$ cat src/rtl/matmul_pkg.sv
// Shared definitions for the 2x2 matrix-multiply control sequencer:
// controller state encoding, default sizing and the last-entry encoding.
package matmul_pkg;

    typedef enum logic [2:0] {
        IDLE = 3'd0,
        LOAD = 3'd1,
        ADD  = 3'd2,
        WAIT = 3'd3,
        DONE = 3'd4
    } state_t;

    localparam int DEF_NUM_PRODUCTS   = 8;   // 2x2x2 partial products
    localparam int DEF_IDX_W          = 4;   // register-file specifier width
    localparam int DEF_COUNT_W        = 8;
    localparam int DEF_TIMEOUT_CYCLES = 16;

    // Index of the final partial product; LOAD leaves after this entry.
    localparam int DEF_LAST_ENTRY = DEF_NUM_PRODUCTS - 1;

    function automatic int last_index(input int num_products);
        return num_products - 1;
    endfunction

endpackage

$ cat src/rtl/matmul_entry_counter.sv
// Loadable up-counter with synchronous clear, enable and a terminal-count
// flag. Drives the product entry index and doubles as the WAIT watchdog.
module matmul_entry_counter
    import matmul_pkg::*;
#(
    parameter int             W        = DEF_IDX_W,
    parameter logic [W-1:0]   TERMINAL = W'(DEF_LAST_ENTRY)
) (
    input  logic         clock,
    input  logic         reset,
    input  logic         clear,
    input  logic         enable,
    input  logic         load,
    input  logic [W-1:0] load_value,
    output logic [W-1:0] count,
    output logic         terminal
);

    // Count register: clear has priority over load, load over increment.
    always_ff @(posedge clock or posedge reset) begin
        if (reset) begin
            count <= '0;
        end else if (clear) begin
            count <= '0;
        end else if (load) begin
            count <= load_value;
        end else if (enable) begin
            count <= count + 1'b1;
        end
    end

    assign terminal = (count == TERMINAL);

endmodule

$ cat src/rtl/matmul_sequencer.sv
// Handshaked controller for the 2x2 matrix-multiply datapath: steps the
// entry index through all partial products with register-file writes,
// launches the accumulator, waits for completion and reports the result.
// Optional WAIT watchdog enabled by defining MATMUL_SEQ_TIMEOUT_EN.
module matmul_sequencer
    import matmul_pkg::*;
#(
    parameter int NUM_PRODUCTS = DEF_NUM_PRODUCTS,
    parameter int IDX_W        = DEF_IDX_W,
    parameter int COUNT_W      = DEF_COUNT_W
`ifdef MATMUL_SEQ_TIMEOUT_EN
    ,
    parameter int TIMEOUT_CYCLES = DEF_TIMEOUT_CYCLES
`endif
) (
    input  logic               clock,
    input  logic               reset,
    input  logic               start,
    input  logic               abort,
    output logic               ready,
    output logic               busy,
    output logic [IDX_W-1:0]   entry_idx,
    output logic               load_matrix,
    output logic               add_start,
    input  logic               add_done,
    output logic               result_valid,
    output logic [COUNT_W-1:0] matrix_count,
    output logic               timeout_err
);

    localparam logic [IDX_W-1:0] LAST_IDX = IDX_W'(last_index(NUM_PRODUCTS));

    state_t state_reg;
    state_t state_next;
    logic   entry_last;
    logic   wd_expired;

    // Entry index only advances inside LOAD and is zeroed whenever the
    // controller is not going to be in LOAD next cycle.
    matmul_entry_counter #(
        .W        (IDX_W),
        .TERMINAL (LAST_IDX)
    ) u_entry (
        .clock      (clock),
        .reset      (reset),
        .clear      (state_next != LOAD),
        .enable     (state_reg == LOAD),
        .load       (1'b0),
        .load_value ('0),
        .count      (entry_idx),
        .terminal   (entry_last)
    );

`ifdef MATMUL_SEQ_TIMEOUT_EN
    localparam int WD_W = $clog2(TIMEOUT_CYCLES + 1);

    logic [WD_W-1:0] wd_count;

    // Watchdog counts cycles spent in WAIT; terminal marks the last allowed one.
    matmul_entry_counter #(
        .W        (WD_W),
        .TERMINAL (WD_W'(TIMEOUT_CYCLES - 1))
    ) u_watchdog (
        .clock      (clock),
        .reset      (reset),
        .clear      (state_reg != WAIT),
        .enable     (1'b1),
        .load       (1'b0),
        .load_value ('0),
        .count      (wd_count),
        .terminal   (wd_expired)
    );

    logic timeout_err_reg;

    // Sticky timeout flag, cleared by the next accepted start.
    always_ff @(posedge clock or posedge reset) begin
        if (reset) begin
            timeout_err_reg <= 1'b0;
        end else if (start && ready) begin
            timeout_err_reg <= 1'b0;
        end else if (state_reg == WAIT && !abort && !add_done && wd_expired) begin
            timeout_err_reg <= 1'b1;
        end
    end

    assign timeout_err = timeout_err_reg;
`else
    assign wd_expired  = 1'b0;
    assign timeout_err = 1'b0;
`endif

    // Controller state register.
    always_ff @(posedge clock or posedge reset) begin
        if (reset) begin
            state_reg <= IDLE;
        end else begin
            state_reg <= state_next;
        end
    end

    // Next-state decode; abort only acts while busy, start only while ready.
    always_comb begin
        state_next = state_reg;
        case (state_reg)
            IDLE: if (start) state_next = LOAD;
            LOAD: begin
                if (abort)           state_next = IDLE;
                else if (entry_last) state_next = ADD;
            end
            ADD:  state_next = abort ? IDLE : WAIT;
            WAIT: begin
                if (abort)           state_next = IDLE;
                else if (add_done)   state_next = DONE;
                else if (wd_expired) state_next = IDLE;
            end
            DONE: state_next = start ? LOAD : IDLE;
            default: state_next = IDLE;
        endcase
    end

    // Completed-multiply counter; bumps on entry to DONE so DONE shows it.
    always_ff @(posedge clock or posedge reset) begin
        if (reset) begin
            matrix_count <= '0;
        end else if (state_next == DONE && state_reg != DONE) begin
            matrix_count <= matrix_count + 1'b1;
        end
    end

    assign ready        = (state_reg == IDLE) || (state_reg == DONE);
    assign busy         = (state_reg == LOAD) || (state_reg == ADD) || (state_reg == WAIT);
    assign load_matrix  = (state_reg == LOAD);
    assign add_start    = (state_reg == ADD);
    assign result_valid = (state_reg == DONE);

endmodule

$ cat config.mk
export PLATFORM = sky130hd
export DESIGN_NAME = matmul_sequencer
export DESIGN_NICKNAME = d
export VERILOG_FILES = /design/src/rtl/matmul_pkg.sv /design/src/rtl/matmul_entry_counter.sv /design/src/rtl/matmul_sequencer.sv
export SDC_FILE = /design/constraint.sdc
export NUM_CORES = 1
export LEC_CHECK = 0
export CORE_UTILIZATION = 42
export DETAILED_ROUTE_END_ITERATION = 7
export PLACE_DENSITY_LB_ADDON = 0.15
export SLEW_MARGIN = 0
export SYNTH_ARGS = -nofsm -noshare
export SYNTH_HDL_FRONTEND = slang
export SYNTH_HIERARCHICAL = 1
export SYNTH_SLANG_ARGS = --single-unit
$ cat constraint.sdc
create_clock -name clock -period 2.13 [get_ports clock]
set_input_delay 0.213 -clock clock [delete_from_list [all_inputs] [get_ports clock]]
set_output_delay 0.213 -clock clock [all_outputs]
set_load 0.1 [all_outputs]
-- Yosys cells after proc, flatten, opt, wreduce, memory -nomap -nowiden
Cells that the tools add are included.
- register bits: 15
- output and inout bits: 18
- muxes and demuxes: 10
- add/sub/neg operators: 2
- reductions and logical operators: 6
- equality and inequality tests: 8
- operators with widths (operator ; number):
    $mux W3 ; 5
    $pmux W3 S5 ; 1
    $add A8 B1 Y8 const B ; 1
    $mux W4 ; 2
    $eq A3 B2 Y1 const B ; 2
    $eq A3 B3 Y1 const B ; 2
    $add A4 B1 Y4 const B ; 1
    $eq A4 B3 Y1 const B ; 1
    $eq A3 B1 Y1 const B ; 1
    $logic_not A3 Y1 ; 1
    $logic_or A1 B1 Y1 ; 3
    $ne A3 B1 Y1 const B ; 1
    $ne A3 B3 Y1 const B ; 1
    $mux W2 ; 1
    $reduce_bool A2 Y1 ; 1
    $logic_and A1 B1 Y1 ; 1
    $mux W1 ; 1

-- Logic depth before layout (Yosys ltp)
- word-level depth: 6
- depth in mapped cells: 7
- mapped depth without buffers: 7

-- Cells and area by module
The synthesis kept the hierarchy.
- by module, submodules not included (module ; area each (µm²) ; sequential area each (µm²) ; cells each ; instances):
    matmul_sequencer ; 594.3 ; 275.3 ; 55 ; 1
    matmul_entry_counter ; 237.7 ; 100.1 ; 24 ; 1

-- Worst setup path after synthesis
Ideal clock, no wire load.
- path kind: reg2out
- start: register state_reg[0]
- end: output busy
- stages on the path, launching flop included: 4
- path buffers: 1
- arrival time: 2789 ps
- path slack: -872 ps
- data required time: 1917 ps
- cells stage by stage: dfrtp_1 -> clkbuf_2 -> nor2_1 -> nor2_1
- cells in the longest elaborated chain, start to end: 3
- elaborated cells between the ends (all ways): 5
- those cells by class: 3 x eq/ne; 2 x reduce/logical
- ends and longest elaborated chain (item ; RTL line ; text):
    start, declared ; matmul_sequencer.sv:33 ; state_t state_reg;
    start signal, assigned ; matmul_sequencer.sv:98 ; state_reg <= state_next;
    $eq A3 B1 Y1 / $eq A3 B2 Y1 (equally long branches) ; matmul_sequencer.sv:132 ; assign busy = (state_reg == LOAD) || (state_reg == ADD) || (state_reg == WAIT);
    $logic_or A1 B1 Y1 ; matmul_sequencer.sv:132 ;
    $logic_or A1 B1 Y1 (*) ; matmul_sequencer.sv:132 ;
    end, declared ; matmul_sequencer.sv:21 ; output logic busy,
Mark *: on every way between the ends. The rest lies on a longest branch, timed or not.

-- Worst setup path in the final report
- start: register state_reg[0]
- end: output load_matrix
- cells in the longest elaborated chain, start to end: 1
- ends and longest elaborated chain (item ; RTL line ; text):
    $eq A3 B1 Y1 ; matmul_sequencer.sv:133 ; assign load_matrix = (state_reg == LOAD);
    end, declared ; matmul_sequencer.sv:23 ; output logic load_matrix,
No other way between the ends.

==> flow_summary.json <==
{
  "status": "complete, no violations",
  "clock-root-buffer": "clkbuf_4",
  "n_fill_cell": 175,
  "ys_ff_latch": 15,
  "wire_per_inst_um": 11.4,
  "ff2ff_path_depth": 7,
  "grt_overflow": 0,
  "firstDrtPassIters": 2,
  "port_buffers": 21,
  "grt_max_degree": 12,
  "hold_viol_final": 0,
  "drc": 0,
  "nets": 113,
  "r2r_start": "u_entry/count[0]$_DFFE_PP0P_",
  "multi_input_comb_area_um2": 450,
  "p_per_area_mw_per_mm2": 714,
  "synth_largest_area_cell": "dfrtp_1",
  "yosys-top-cells-area": "dfrtp_1 45%, xor2_1 8.4%, mux2i_1 3.6%",
  "startpoint_type": "flop",
  "syn_area_um2": 832,
  "syn_inst": 79,
  "hpwl_um": 1170,
  "r2r_slack_ps": 570,
  "critPathKind": "reg -> out",
  "final.setup.worst_slack_ps": 522,
  "fin_crit_sh_pct": 75.5,
  "syn_avg_cell_area_um2": 10.5,
  "gp_congestion": 0.764,
  "cts_setup_buffers": 0,
  "largest_reg_flops": 8,
  "cts_max_level": 1,
  "synth_top_area_share_pct": 45.1,
  "startpoint": "state_reg[0]$_DFF_PP0_",
  "rsz0062_at_grt": "no",
  "dpl_cell_area_mm2": 0.00107,
  "drt-initial-drc-count": 3,
  "ant_nets": 0,
  "final_cell_mix": "15 x dfrtp_1, 15 x buf_4, 8 x xor2_1",
  "core_region_area_mm2": 0.00178,
  "ctsLongestPathBuffers": 2,
  "die_area_mm2": 0.00216,
  "post-route-cell-area_mm2": 0.00109,
  "fin_crit_ps": 1610,
  "clock_latency_ps": 270,
  "ys_warn_count": 6,
  "final_util_pct": 61.4,
  "clk_pin_slew_ps": 80,
  "cts.repair.resized": 0,
  "crit_arrival_ps": 1390,
  "skew_ps": 1.66,
  "hold_class": "in -> async",
  "die_h_um": 46.5,
  "crit_required_ps": 1920,
  "grt_pass1_vias": 544,
  "diodes": 0,
  "ios": 23,
  "seq_area_um2": 375,
  "dp_slack_ps": 499,
  "r2r_end": "u_entry/count[3]$_DFFE_PP0P_",
  "clkSinkCount": 15,
  "drv_slew": 0,
  "cp-end-kind": "output port",
  "synth.distinct_cells": 31,
  "synth-seq-area-share_pct": 45.1,
  "routed_wl_um": 1480,
  "grtUsageTotal_pct": 16.2,
  "drv_cap": 0,
  "area_growth_pct": 31.6,
  "drive_gt1_share_pct": 27.6,
  "num_rows": 15,
  "holdWs_ps": 141,
  "start_util_pct": 46.7,
  "vias_per_cell": 4.99,
  "grt_pass1_wl_um": 2370,
  "max_freq_mhz": 622,
  "setup_viol": 0,
  "leakagePower_nw": 0.570,
  "peakVddDrop_mv": 0.536,
  "via_count": 649,
  "cts_tree": "done",
  "finalPower_w": 0.000782,
  "cts_hold_buf": 0,
  "antenna_found_initial": 0,
  "fp.dieW_um": 46.5,
  "numCtsBuffers": 3,
  "cp_max_fo": 8
}
[cells by family after synthesis]
kind of cell,count (synthesis),synth area share (%)
muxes,6,7.67
buffers and inverters,9,4.81
AOI/OAI and AO/OA,8,6.47
adders and majority gates,2,3.01
and+or+nand+nor,28,22.0
other,1,0.451
xor gates and xnor gates,10,10.5
DFF,15,45.1
[Yosys cell counts]
library cell and number:
dfrtp_1 15, xor2_1 8, nor2_1 7, inv_1 5, nor3_1 5, nand2_1 4
mux2i_1 3, nand4_1 3, a21oi_1 2, ha_1 2, mux2_2 2, nor4b_2 2
o21a_1 2, xnor2_1 2, a21boi_0 1, a31oi_1 1, and2_1 1, and3b_1 1
buf_2 1, buf_4 1, clkbuf_1 1, clkbuf_2 1, conb_1 1, mux2_1 1
nand2b_1 1, nand4b_1 1, nand4b_4 1, nor2_2 1, nor3b_1 1, o22ai_1 1
o2bb2ai_1 1
[worst max-delay path by stage]
stage,to,slack [ps],depth (start not counted)
2_1_floorplan,result_valid,-330,3
3_3_place_gp,matrix_count[1]$_DFFE_PP0P_,510,4
3_5_place_dp,u_entry/count[3]$_DFFE_PP0P_,500,6
4_1_cts,load_matrix,510,3
5_1_grt,load_matrix,410,3
6_report,load_matrix,520,3
[critical path, stage by stage, from the launching register on]
cell	delay, ps
dfrtp_1	550
nand2b_1	160
nor2_4	200
buf_12	200
[power by group]
group          internal [W]  leakage, nW  switching [W]  total [W]
clock             0.0000726       0.0150      0.0000814   0.000154
sequential         0.000300        0.204      0.0000238   0.000323
combinational     0.0000773        0.351       0.000227   0.000304
[stage by stage]
step	std cells	setup TNS [ps]
floorplan	84	-509
global placement	126	0
detailed placement	126	0
CTS	130	0
global route	130	0
finish	130	0
[layout make-up]
cell class              instances  area share (%)
multi-input cells              60            41.1
flip-flops and latches         15            34.3
repair buffers                 21            17.6
well taps                      25            2.86
clock buffers                   4            2.40
inverters                       5            1.71
[layer usage]
layer,global-route usage (%),routed length (µm),vias up
li1,-,-,318
met1,22.2,700,320
met2,22.5,721,11
met3,7.06,53,0
met4,5.29,0,0
met5,0,0,-
Note: power is estimated with default switching activity, not from simulation.
